`src/rtl/multi_ch_frontend_cal_if.sv`:
```
// Front-end bundle between the calibration controller and the analog front-end / sample sink.
// master: the side that drives Find_Setting and ADC (front-end model or system).
// slave : the calibration controller.
//   Find_Setting  start/restart request (level, edge-detected by the controller)
//   ADC           unsigned ADC sample
//   LED           one-hot LED enable
//   DC_Comp       DC-compensation DAC code
//   PGA_Gain      PGA gain code
//   busy          calibration in progress
//   cal_done      calibration complete, run mode active
//   cal_fail      per-channel DC-verify failure flags
//   sample_valid  one-cycle run-mode sample strobe
//   sample_ch     channel tag of the sample
//   sample_data   captured ADC value
interface multi_ch_frontend_cal_if #(
  parameter int unsigned N_CH   = 2,
  parameter int unsigned ADC_W  = 8,
  parameter int unsigned DAC_W  = 7,
  parameter int unsigned GAIN_W = 4,
  parameter int unsigned CH_W   = (N_CH > 1) ? $clog2(N_CH) : 1
);
  logic              Find_Setting;
  logic [ADC_W-1:0]  ADC;
  logic [N_CH-1:0]   LED;
  logic [DAC_W-1:0]  DC_Comp;
  logic [GAIN_W-1:0] PGA_Gain;
  logic              busy;
  logic              cal_done;
  logic [N_CH-1:0]   cal_fail;
  logic              sample_valid;
  logic [CH_W-1:0]   sample_ch;
  logic [ADC_W-1:0]  sample_data;

  modport master (
    output Find_Setting, ADC,
    input  LED, DC_Comp, PGA_Gain, busy, cal_done, cal_fail, sample_valid, sample_ch, sample_data
  );

  modport slave (
    input  Find_Setting, ADC,
    output LED, DC_Comp, PGA_Gain, busy, cal_done, cal_fail, sample_valid, sample_ch, sample_data
  );
endinterface

```
`src/rtl/multi_ch_frontend_cal.sv`:
```
// Multi-channel LED front-end calibration controller.
// For each channel in turn: successive-approximation search of the DC-compensation code,
// a verify sample against a tolerance around mid-scale, then a PGA gain ramp that stops at
// the largest gain keeping the ADC inside a guard window. Afterwards the channels are
// time-multiplexed and one tagged ADC sample is emitted per dwell slot.
// Ports:
//   clk    clock
//   rst_n  asynchronous active-low reset
//   fe_io  front-end bundle (slave view): Find_Setting/ADC in; LED, DC_Comp, PGA_Gain,
//          busy, cal_done, cal_fail, sample_valid, sample_ch, sample_data out
module multi_ch_frontend_cal #(
  parameter int unsigned N_CH          = 2,
  parameter int unsigned ADC_W         = 8,
  parameter int unsigned DAC_W         = 7,
  parameter int unsigned GAIN_W        = 4,
  parameter int unsigned SETTLE_CYCLES = 4,
  parameter int unsigned TOL           = 3,
  parameter int unsigned GUARD         = 32,
  parameter int unsigned DWELL_CYCLES  = 16
) (
  input logic                   clk,
  input logic                   rst_n,
  multi_ch_frontend_cal_if.slave fe_io
);

  localparam int unsigned CH_W    = (N_CH > 1) ? $clog2(N_CH) : 1;
  localparam int unsigned BIT_W   = (DAC_W > 1) ? $clog2(DAC_W) : 1;
  localparam int unsigned CNT_MAX = (DWELL_CYCLES > SETTLE_CYCLES) ? DWELL_CYCLES : SETTLE_CYCLES;
  localparam int unsigned CNT_W   = $clog2(CNT_MAX + 1);

  localparam logic [CNT_W-1:0] SettleLd = CNT_W'(SETTLE_CYCLES - 1);
  localparam logic [CNT_W-1:0] DwellLd  = CNT_W'(DWELL_CYCLES - 1);
  localparam logic [ADC_W:0]   MidX     = (ADC_W+1)'((2 ** (ADC_W - 1)) - 1);
  localparam logic [ADC_W:0]   TolX     = (ADC_W+1)'(TOL);
  localparam logic [ADC_W:0]   WinLoX   = (ADC_W+1)'(GUARD);
  localparam logic [ADC_W:0]   WinHiX   = (ADC_W+1)'((2 ** ADC_W) - 1 - GUARD);
  localparam logic [BIT_W-1:0] BitMsb   = BIT_W'(DAC_W - 1);
  localparam logic [DAC_W-1:0] DacMsb   = DAC_W'(1) << (DAC_W - 1);
  localparam logic [CH_W-1:0]  ChLast   = CH_W'(N_CH - 1);
  localparam logic [N_CH-1:0]  LedCh0   = N_CH'(1);

  typedef enum logic [2:0] {
    StIdle,
    StDcSar,
    StDcVerify,
    StPgaStep,
    StNextCh,
    StRun
  } state_e;

  state_e            state_q, state_d;
  logic [CH_W-1:0]   ch_q, ch_d;
  logic [BIT_W-1:0]  bit_q, bit_d;
  logic [DAC_W-1:0]  dac_q, dac_d;
  logic [GAIN_W-1:0] gain_q, gain_d;
  logic [N_CH-1:0]   led_q, led_d;
  logic              busy_q, busy_d;
  logic              done_q, done_d;
  logic [N_CH-1:0]   fail_q, fail_d;
  logic [CNT_W-1:0]  cnt_q, cnt_d;
  logic [DAC_W-1:0]  dc_mem_q [N_CH];
  logic [DAC_W-1:0]  dc_mem_d [N_CH];
  logic [GAIN_W-1:0] gain_mem_q [N_CH];
  logic [GAIN_W-1:0] gain_mem_d [N_CH];
  logic              fs_q, fs_prev_q;

  logic              fs_rise;
  logic              settled;
  logic [ADC_W:0]    adc_x;
  logic [ADC_W:0]    abs_dev;
  logic              in_win;
  logic              sample_valid_c;
  logic [DAC_W-1:0]  sar_code;
  logic [GAIN_W-1:0] gain_dn;
  logic [CH_W-1:0]   ch_nxt;

  assign fs_rise = fs_q & ~fs_prev_q;
  assign settled = (cnt_q == '0);
  assign adc_x   = {1'b0, fe_io.ADC};
  assign abs_dev = (adc_x > MidX) ? (adc_x - MidX) : (MidX - adc_x);
  assign in_win  = (adc_x >= WinLoX) && (adc_x <= WinHiX);

  always_comb begin
    state_d        = state_q;
    ch_d           = ch_q;
    bit_d          = bit_q;
    dac_d          = dac_q;
    gain_d         = gain_q;
    led_d          = led_q;
    busy_d         = busy_q;
    done_d         = done_q;
    fail_d         = fail_q;
    cnt_d          = settled ? cnt_q : (cnt_q - CNT_W'(1));
    dc_mem_d       = dc_mem_q;
    gain_mem_d     = gain_mem_q;
    sample_valid_c = 1'b0;
    // A higher DAC code lowers the ADC, so the trial bit survives only while still above MID.
    sar_code       = (adc_x > MidX) ? dac_q : (dac_q & ~(DAC_W'(1) << bit_q));
    gain_dn        = (gain_q == '0) ? '0 : (gain_q - GAIN_W'(1));
    ch_nxt         = (ch_q == ChLast) ? '0 : (ch_q + CH_W'(1));

    if (fs_rise) begin
      // Restart from any state; also suppresses a coinciding run-mode sample.
      state_d = StDcSar;
      ch_d    = '0;
      bit_d   = BitMsb;
      dac_d   = DacMsb;
      gain_d  = '0;
      led_d   = LedCh0;
      busy_d  = 1'b1;
      done_d  = 1'b0;
      fail_d  = '0;
      cnt_d   = SettleLd;
    end else begin
      case (state_q)
        StIdle: ;
        StDcSar: begin
          if (settled) begin
            cnt_d = SettleLd;
            if (bit_q == '0) begin
              dac_d   = sar_code;
              state_d = StDcVerify;
            end else begin
              bit_d = bit_q - BIT_W'(1);
              dac_d = sar_code | (DAC_W'(1) << (bit_q - BIT_W'(1)));
            end
          end
        end
        StDcVerify: begin
          if (settled) begin
            if (abs_dev > TolX) fail_d[ch_q] = 1'b1;
            dc_mem_d[ch_q] = dac_q;
            gain_d         = '0;
            cnt_d          = SettleLd;
            state_d        = StPgaStep;
          end
        end
        StPgaStep: begin
          if (settled) begin
            if (!in_win) begin
              gain_mem_d[ch_q] = gain_dn;
              gain_d           = gain_dn;
              state_d          = StNextCh;
            end else if (gain_q == '1) begin
              gain_mem_d[ch_q] = gain_q;
              state_d          = StNextCh;
            end else begin
              gain_d = gain_q + GAIN_W'(1);
              cnt_d  = SettleLd;
            end
          end
        end
        StNextCh: begin
          if (ch_q == ChLast) begin
            state_d = StRun;
            ch_d    = '0;
            led_d   = LedCh0;
            dac_d   = dc_mem_q[0];
            gain_d  = gain_mem_q[0];
            busy_d  = 1'b0;
            done_d  = 1'b1;
            cnt_d   = DwellLd;
          end else begin
            // Code is cleared and the new channel's MSB trial is applied in the same step.
            state_d = StDcSar;
            ch_d    = ch_nxt;
            led_d   = N_CH'(1) << ch_nxt;
            bit_d   = BitMsb;
            dac_d   = DacMsb;
            gain_d  = '0;
            cnt_d   = SettleLd;
          end
        end
        StRun: begin
          if (settled) begin
            // Last dwell cycle of the slot: emit the sample, then advance round-robin.
            sample_valid_c = 1'b1;
            ch_d           = ch_nxt;
            led_d          = N_CH'(1) << ch_nxt;
            dac_d          = dc_mem_q[ch_nxt];
            gain_d         = gain_mem_q[ch_nxt];
            cnt_d          = DwellLd;
          end
        end
        default: begin
          state_d = StIdle;
          ch_d    = '0;
          bit_d   = '0;
          dac_d   = '0;
          gain_d  = '0;
          led_d   = '0;
          busy_d  = 1'b0;
          done_d  = 1'b0;
          fail_d  = '0;
          cnt_d   = '0;
        end
      endcase
    end
  end

  always_ff @(posedge clk or negedge rst_n) begin
    if (!rst_n) begin
      state_q   <= StIdle;
      ch_q      <= '0;
      bit_q     <= '0;
      dac_q     <= '0;
      gain_q    <= '0;
      led_q     <= '0;
      busy_q    <= 1'b0;
      done_q    <= 1'b0;
      fail_q    <= '0;
      cnt_q     <= '0;
      fs_q      <= 1'b0;
      fs_prev_q <= 1'b0;
      for (int i = 0; i < int'(N_CH); i++) begin
        dc_mem_q[i]   <= '0;
        gain_mem_q[i] <= '0;
      end
    end else begin
      state_q    <= state_d;
      ch_q       <= ch_d;
      bit_q      <= bit_d;
      dac_q      <= dac_d;
      gain_q     <= gain_d;
      led_q      <= led_d;
      busy_q     <= busy_d;
      done_q     <= done_d;
      fail_q     <= fail_d;
      cnt_q      <= cnt_d;
      fs_q       <= fe_io.Find_Setting;
      fs_prev_q  <= fs_q;
      dc_mem_q   <= dc_mem_d;
      gain_mem_q <= gain_mem_d;
    end
  end

  assign fe_io.LED          = led_q;
  assign fe_io.DC_Comp      = dac_q;
  assign fe_io.PGA_Gain     = gain_q;
  assign fe_io.busy         = busy_q;
  assign fe_io.cal_done     = done_q;
  assign fe_io.cal_fail     = fail_q;
  assign fe_io.sample_valid = sample_valid_c;
  assign fe_io.sample_ch    = sample_valid_c ? ch_q : '0;
  assign fe_io.sample_data  = sample_valid_c ? fe_io.ADC : '0;

endmodule
```
`src/flat_wrapper.sv`:
```
// flat-port wrapper written by rule: the top's interface ports become plain ports
module multi_ch_frontend_cal_flat 
#(
  parameter int unsigned N_CH          = 2,
  parameter int unsigned ADC_W         = 8,
  parameter int unsigned DAC_W         = 7,
  parameter int unsigned GAIN_W        = 4,
  parameter int unsigned SETTLE_CYCLES = 4,
  parameter int unsigned TOL           = 3,
  parameter int unsigned GUARD         = 32,
  parameter int unsigned DWELL_CYCLES  = 16
)
  (clk, rst_n, fe_io_Find_Setting, fe_io_ADC, fe_io_LED, fe_io_DC_Comp, fe_io_PGA_Gain, fe_io_busy, fe_io_cal_done, fe_io_cal_fail, fe_io_sample_valid, fe_io_sample_ch, fe_io_sample_data);
  multi_ch_frontend_cal_if #(.N_CH(N_CH), .ADC_W(ADC_W), .DAC_W(DAC_W), .GAIN_W(GAIN_W)) fe_io_i ();
  input logic clk;
  input logic rst_n;
  input wire logic [$bits(fe_io_i.Find_Setting)-1:0] fe_io_Find_Setting;
  input wire logic [$bits(fe_io_i.ADC)-1:0] fe_io_ADC;
  output wire logic [$bits(fe_io_i.LED)-1:0] fe_io_LED;
  output wire logic [$bits(fe_io_i.DC_Comp)-1:0] fe_io_DC_Comp;
  output wire logic [$bits(fe_io_i.PGA_Gain)-1:0] fe_io_PGA_Gain;
  output wire logic [$bits(fe_io_i.busy)-1:0] fe_io_busy;
  output wire logic [$bits(fe_io_i.cal_done)-1:0] fe_io_cal_done;
  output wire logic [$bits(fe_io_i.cal_fail)-1:0] fe_io_cal_fail;
  output wire logic [$bits(fe_io_i.sample_valid)-1:0] fe_io_sample_valid;
  output wire logic [$bits(fe_io_i.sample_ch)-1:0] fe_io_sample_ch;
  output wire logic [$bits(fe_io_i.sample_data)-1:0] fe_io_sample_data;
  assign fe_io_i.Find_Setting = fe_io_Find_Setting;
  assign fe_io_i.ADC = fe_io_ADC;
  assign fe_io_LED = fe_io_i.LED;
  assign fe_io_DC_Comp = fe_io_i.DC_Comp;
  assign fe_io_PGA_Gain = fe_io_i.PGA_Gain;
  assign fe_io_busy = fe_io_i.busy;
  assign fe_io_cal_done = fe_io_i.cal_done;
  assign fe_io_cal_fail = fe_io_i.cal_fail;
  assign fe_io_sample_valid = fe_io_i.sample_valid;
  assign fe_io_sample_ch = fe_io_i.sample_ch;
  assign fe_io_sample_data = fe_io_i.sample_data;
  multi_ch_frontend_cal #(.N_CH(N_CH), .ADC_W(ADC_W), .DAC_W(DAC_W), .GAIN_W(GAIN_W), .SETTLE_CYCLES(SETTLE_CYCLES), .TOL(TOL), .GUARD(GUARD), .DWELL_CYCLES(DWELL_CYCLES)) u_core (.clk(clk), .rst_n(rst_n), .fe_io(fe_io_i));
endmodule
```
`config.mk`:
```
export PLATFORM = sky130hd
export DESIGN_NAME = multi_ch_frontend_cal_flat
export DESIGN_NICKNAME = d
export VERILOG_FILES = /design/src/rtl/multi_ch_frontend_cal_if.sv /design/src/rtl/multi_ch_frontend_cal.sv /design/src/flat_wrapper.sv
export SDC_FILE = /design/constraint.sdc
export NUM_CORES = 1
export LEC_CHECK = 0
export ABC_AREA = 1
export CORE_UTILIZATION = 56
export CTS_CLUSTER_DIAMETER = 40
export DETAILED_ROUTE_END_ITERATION = 16
export PLACE_DENSITY_LB_ADDON = 0.15
export SETUP_SLACK_MARGIN = 0.02
export SLEW_MARGIN = 0
export SYNTH_ARGS = -nofsm -noshare
export SYNTH_HDL_FRONTEND = slang
export SYNTH_SLANG_ARGS = --single-unit
```
`constraint.sdc`:
```
create_clock -name clk -period 2.8 [get_ports clk]
set_clock_uncertainty 0.2 [all_clocks]
set_input_delay 0.56 -clock clk [delete_from_list [all_inputs] [get_ports clk]]
set_output_delay 0.56 -clock clk [all_outputs]
set_load 0.01 [all_outputs]
```
## Yosys cells after proc, flatten, opt, wreduce, memory -nomap -nowiden

Index checks and enable logic that the tools add are counted.

- Divide/modulo/power cells: 0
- Bitwise gates (word level): 9
- $mul: 0
- Add/subtract/negate cells: 7
- Order comparisons: 9
- Mux-type cells: 81
- Equality and inequality tests: 25
- Shift operators: 3
- Reduce and logical (&&, ||, !) cells: 24

Operators with widths:

| kind | count |
|---|---|
| 7-bit 2-to-1 mux | 10 |
| 4-bit 2-to-1 mux | 13 |
| 3-bit 2-to-1 mux | 12 |
| 5-bit 2-to-1 mux | 7 |
| 7-bit one-hot mux with 4 select lines | 1 |
| 5-bit one-hot mux with 5 select lines | 1 |
| 8-bit 2-to-1 mux | 3 |
| 3-bit by 1-bit != test with 1-bit output, second input constant | 7 |
| 4-bit one-hot mux with 5 select lines | 1 |
| 8-bit bitwise mux | 2 |
| 3-bit one-hot mux with 5 select lines | 1 |
| 14-bit bitwise mux | 1 |
| 2-bit by 1-bit != test with 1-bit output, second input constant | 7 |
| 1-bit by 3-bit << shifter with 7-bit output, first input constant | 2 |
| 1-bit 2-to-1 mux | 13 |
| 2-bit 2-to-1 mux | 6 |
| 5-bit OR reduction | 2 |
| 9-bit by 2-bit greater-than comparator with 1-bit output, second input constant | 1 |
| 9-bit 2-to-1 mux | 1 |
| 3-bit one-hot mux with 3 select lines | 1 |
| 3-bit AND reduction | 3 |
| 7-bit by 8-bit subtractor with 9-bit output, first input constant | 1 |
| 8-bit by 7-bit subtractor with 9-bit output, second input constant | 1 |
| 8-bit by 6-bit greater-or-equal comparator with 1-bit output, second input constant | 1 |
| other kinds (45) | 60 |

- Output and inout bits: 27
- Logic and storage cells: 174
- Bits in read-only memories: 0
- Memories kept: 0
- Bits of input ports: 11
- RAM bits: 0
- Register bits: 53
- Bits in latches: 0

## Depth between registers and ports, before layout

- Word-level depth: 9
- Depth in mapped cells: 13
- Gate-level depth less buffers: 13

## Worst setup path after synthesis

OpenSTA, ideal clock, no wires.

- Path kind: register to output
- Start: register u_core.cnt_q[0]
- End: output fe_io_sample_ch
- Stages on the path, launching flop included: 9
- Arrival time: 1487 ps
- Data required time: 2040 ps
- Slack: 553 ps
- Path buffers: 0
- Cells stage by stage: dfrtp_1 > inv_1 > ha_1 > nand2_1 > nor2_4 > inv_2 > nor2_2 > inv_2 > nor2_1

- Cells in the longest elaborated chain, start to end: 5

RTL lines:

| element | line | RTL |
|---|---|---|
| start, declared | multi_ch_frontend_cal.sv:60 | `logic [CNT_W-1:0] cnt_q, cnt_d;` |
| start signal, assigned | multi_ch_frontend_cal.sv:229 | `cnt_q <= cnt_d;` |
| 5-bit logical NOT | multi_ch_frontend_cal.sv:78 | `assign settled = (cnt_q == '0);` |
| 1-bit 2-to-1 mux | multi_ch_frontend_cal.sv:175 | `if (settled) begin` |
| 1-bit 2-to-1 mux | multi_ch_frontend_cal.sv:115 | `case (state_q)` |
| 1-bit 2-to-1 mux | multi_ch_frontend_cal.sv:102 | `if (fs_rise) begin` |
| net fe_io_sample_valid | flat_wrapper.sv:25 | `output wire logic [$bits(fe_io_i.sample_valid)-1:0] fe_io_sample_valid;` |
| 1-bit 2-to-1 mux | multi_ch_frontend_cal.sv:244 | `assign fe_io.sample_ch = sample_valid_c ? ch_q : '0;` |
| end, declared | flat_wrapper.sv:26 | `output wire logic [$bits(fe_io_i.sample_ch)-1:0] fe_io_sample_ch;` |

The timed path passes the listed nets, and every way through them passes these cells.

## Worst setup path after layout

- Start: register u_core.state_q[1]
- End: output fe_io_sample_data[6]

- Cells in the longest elaborated chain, start to end: 4

RTL lines:

| element | line | RTL |
|---|---|---|
| start, declared | multi_ch_frontend_cal.sv:51 | `state_e state_q, state_d;` |
| start signal, assigned | multi_ch_frontend_cal.sv:203 | `state_q <= StIdle;` |
| start signal, assigned | multi_ch_frontend_cal.sv:220 | `state_q <= state_d;` |
| 3-bit == test | multi_ch_frontend_cal.sv:115 |  |
| 1-bit 2-to-1 mux | multi_ch_frontend_cal.sv:115 |  |
| 1-bit 2-to-1 mux | multi_ch_frontend_cal.sv:102 |  |
| 8-bit 2-to-1 mux | multi_ch_frontend_cal.sv:245 | `assign fe_io.sample_data = sample_valid_c ? fe_io.ADC : '0;` |
| end, declared | flat_wrapper.sv:27 | `output wire logic [$bits(fe_io_i.sample_data)-1:0] fe_io_sample_data;` |

No other way between the ends.

==> impl_metrics.tcl <==
set metrics [dict create \
    outcome "finished clean" \
    tightest_slew_ps 650 \
    cts_sinks 52 \
    start_util 0.587 \
    clkTransAtPathRegs_ps 100 \
    ctsHoldBuffers 0 \
    p_total_mw 2.60 \
    finalHoldViolations 0 \
    period_share 0.945 \
    final_cell_count_no_fill 568 \
    syn_inst 444 \
    dp_slack_ps 156 \
    power.internal_mw 1.48 \
    holdWs_ps 142 \
    p_sw_mw 1.12 \
    synthToLayoutAreaGrowth_pct 18.5 \
    clk_latency_ps 310 \
    grt_max_degree 53 \
    syn-num-nets 466 \
    die_y_um 78.2 \
    ys_seq_elements 52 \
    grt_setup_unrepaired "no" \
    dieWidth_um 78.2 \
    core_area_sq_um 5540 \
    routed_via_density 5.61 \
    layout_min_cycle_time_ps 2650 \
    portBuffers 37 \
    dp.cells 558 \
    ant_nets 0 \
    worstPathArrival_ps 1890 \
    utilization 0.696 \
    worst_ep_required_time_ps 2040 \
    power_frac_seq 0.378 \
    antenna_found_initial 0 \
    yosysWarnings 0 \
    wl_um 7840 \
    cts_tree "yes" \
    drv_cap 0 \
    slew_viol_final 0 \
    grt_pass1_wl_um 13200 \
    drt-initial-drc-count 213 \
    crit_path_top_delay_cell "dfrtp_2" \
    io_pins 38 \
    grt_usage 0.272 \
    worstSetupPathType "register to output port" \
    vdd_drop_max_mv 0.371 \
    die-area_sq_um 6120 \
    cts_buffer_depth 2 \
    async_reset_ff_frac 1.00 \
    diodes 0 \
    final_cell_area_sq_um 3850 \
    p_sw_frac 0.430 \
    synth_edf_count 0 \
    maxSlewHeadroom 0.567 \
    power_leakage_nw 1.89 \
    cpPeakStageDelay_ps 430 \
    grtUsageMet2 0.434 \
    drcViolationCount 0 \
    drive_above_1_share 0.119 \
    place_hpwl_um 5620 \
    startpoint_type "register" \
    gr-total-overflow 0 \
    cts_buffers 5 \
    htreeDepth 2 \
    rows 27 \
    place.gp.congestion 0.945 \
    n_fill_cell 450 \
    synth_area_sq_um 3250 \
    num_vias 3186 \
    avgRoutedWirePerCell_um 13.8 \
    dr.pass1.iters 5 \
    post-route-worst-setup-slack_ps 155 \
    final_nets 517 \
    path_max_fanout 9 \
    busiest_layer "met2" \
    p_per_area_nw_per_um2 675 \
    avgSynthCellArea_sq_um 7.33 \
    place_area_sq_um 3750 \
    worstPathCellList "inv_2, nand2_2, nor2_4, inv_2, nor2_4, inv_1, nor2_4, inv_2, nor2_1, dlygate4sd2_1" \
    grtUsageMet1 0.370 \
    max_clock_freq_ghz 0.378 \
    yosysSeqAreaShare 0.400 \
    synth-main-ff-cell "dfrtp_1" \
    pwr-share-comb 0.443 \
    endpoint_kind "output port" \
    setup_tns_ps 0 \
    grt_pass1_vias 2948 \
    grt_use_met3 0.0407 \
    report.final.setup_viol 0 \
    synth_cell_types 37 \
    cts_root_buf "clkbuf_8" \
    worstHoldPathType "primary input to async pin" \
    p_clk_frac 0.178 \
]
-- cells in the mapped netlist, types with 2 or more instances --
library cell	n	area [sq um]
o21ai_0	34	170
nor2_1	37	139
nand2_2	7	43.8
nor2_4	7	78.8
o2111ai_1	2	17.5
nor2_2	4	25.0
nand2_4	2	22.5
a21oi_1	14	70.1
o21ai_1	23	115
ha_1	11	138
nand3_1	45	225
inv_2	10	37.5
nand4_1	6	37.5
xor2_1	3	26.3
dfrtp_1	52	1300
o211ai_1	3	22.5
o21ai_2	2	17.5
a22o_1	3	26.3
nand2_1	120	450
inv_1	42	158
-- power by group through the flow --
| stage | clock network, mW | registers (mW) | logic (mW) |
|---|---|---|---|
| after floorplan | 0 | 1.00 | 0.752 |
| after global placement | 0 | 0.995 | 1.09 |
| after detailed placement | 0 | 0.998 | 1.12 |
| after CTS | 0.467 | 0.982 | 1.14 |
| after global routing | 0.495 | 1.00 | 1.29 |
| final | 0.464 | 0.985 | 1.15 |
-- layout by cell type, fill, tap and decap left out, types with 7 or more instances in the layout --
cell type          n
a21oi_1           14
buf_4             11
clkdlybuf4s50_1   26
dfrtp_1           51
ha_1              11
inv_1             41
inv_2             11
nand2_1          120
nand2_2            7
nand3_1           45
nor2_1            37
nor2_4             8
o21ai_0           34
o21ai_1           23
-- worst max-delay path: cells and delay by family, from the launching register on --
family / cells / cell delay [ps]
buffers and inverters: 5 / 600
flip-flops: 1 / 430
AND/OR/NAND/NOR: 5 / 550
-- metal layers --
metal / wire length (um) / part of all wire
met4: 177 / 0.023
met1: 3690 / 0.47
met2: 3510 / 0.45
met3: 456 / 0.058
met5: 0 / 0
-- kinds of logic after synthesis --
group | Yosys count | synth area share
simple gates | 231 | 0.321
compound gates | 89 | 0.157
flops | 52 | 0.400
buf+inv | 57 | 0.0696
fa+ha+maj | 11 | 0.0423
xor+xnor | 4 | 0.0108
-- area by class of cell --
cell class | count | area (sq um) | share of cell area
clock inverter | 3 | 26.3 | 0.00682
multi-input combinational | 335 | 1730 | 0.449
sequential | 52 | 1300 | 0.338
tap | 72 | 90.1 | 0.0234
clock buffer | 5 | 68.8 | 0.0179
timing repair buffer | 48 | 438 | 0.114
inverter | 53 | 199 | 0.0516
-- sequential cells by signal, indices dropped and copies added, names as in the netlist --
name                   flops
u_core.dc_mem_q           14
u_core.gain_mem_q          8
u_core.fe_io.DC_Comp       7
u_core.cnt_q               5
u_core.fe_io.PGA_Gain      4
u_core.bit_q               3
u_core.state_q             3
u_core.fe_io.LED           2
u_core.fe_io.cal_fail      2
u_core.fe_io.busy          1
u_core.fe_io.cal_done      1
u_core.fs_prev_q           1
u_core.fs_q                1
-- timing repair --
| item | in CTS | in global routing |
|---|---|---|
| setup buffers | 2 | 0 |
| endpoints found under the setup margin | 10 | 10 |
| resized for setup | 11 | 6 |
| pin swaps | 1 | 0 |
-- final timing paths --
path	cells past startpoint	slack, ps	end	startpoint
min reg2reg	0	190	u_core.fs_prev_q	u_core.fs_q
max	10	150	fe_io_sample_data[6]	u_core.state_q[1]
min in group clk	0	190	u_core.fs_prev_q	u_core.fs_q
max reg2reg	8	610	u_core.fe_io.DC_Comp[6]	u_core.fs_prev_q
max in group asynchronous	2	1800	u_core.state_q[1]	rst_n
min	2	140	u_core.cnt_q[3]	rst_n
(Power assumes the default switching activity.)
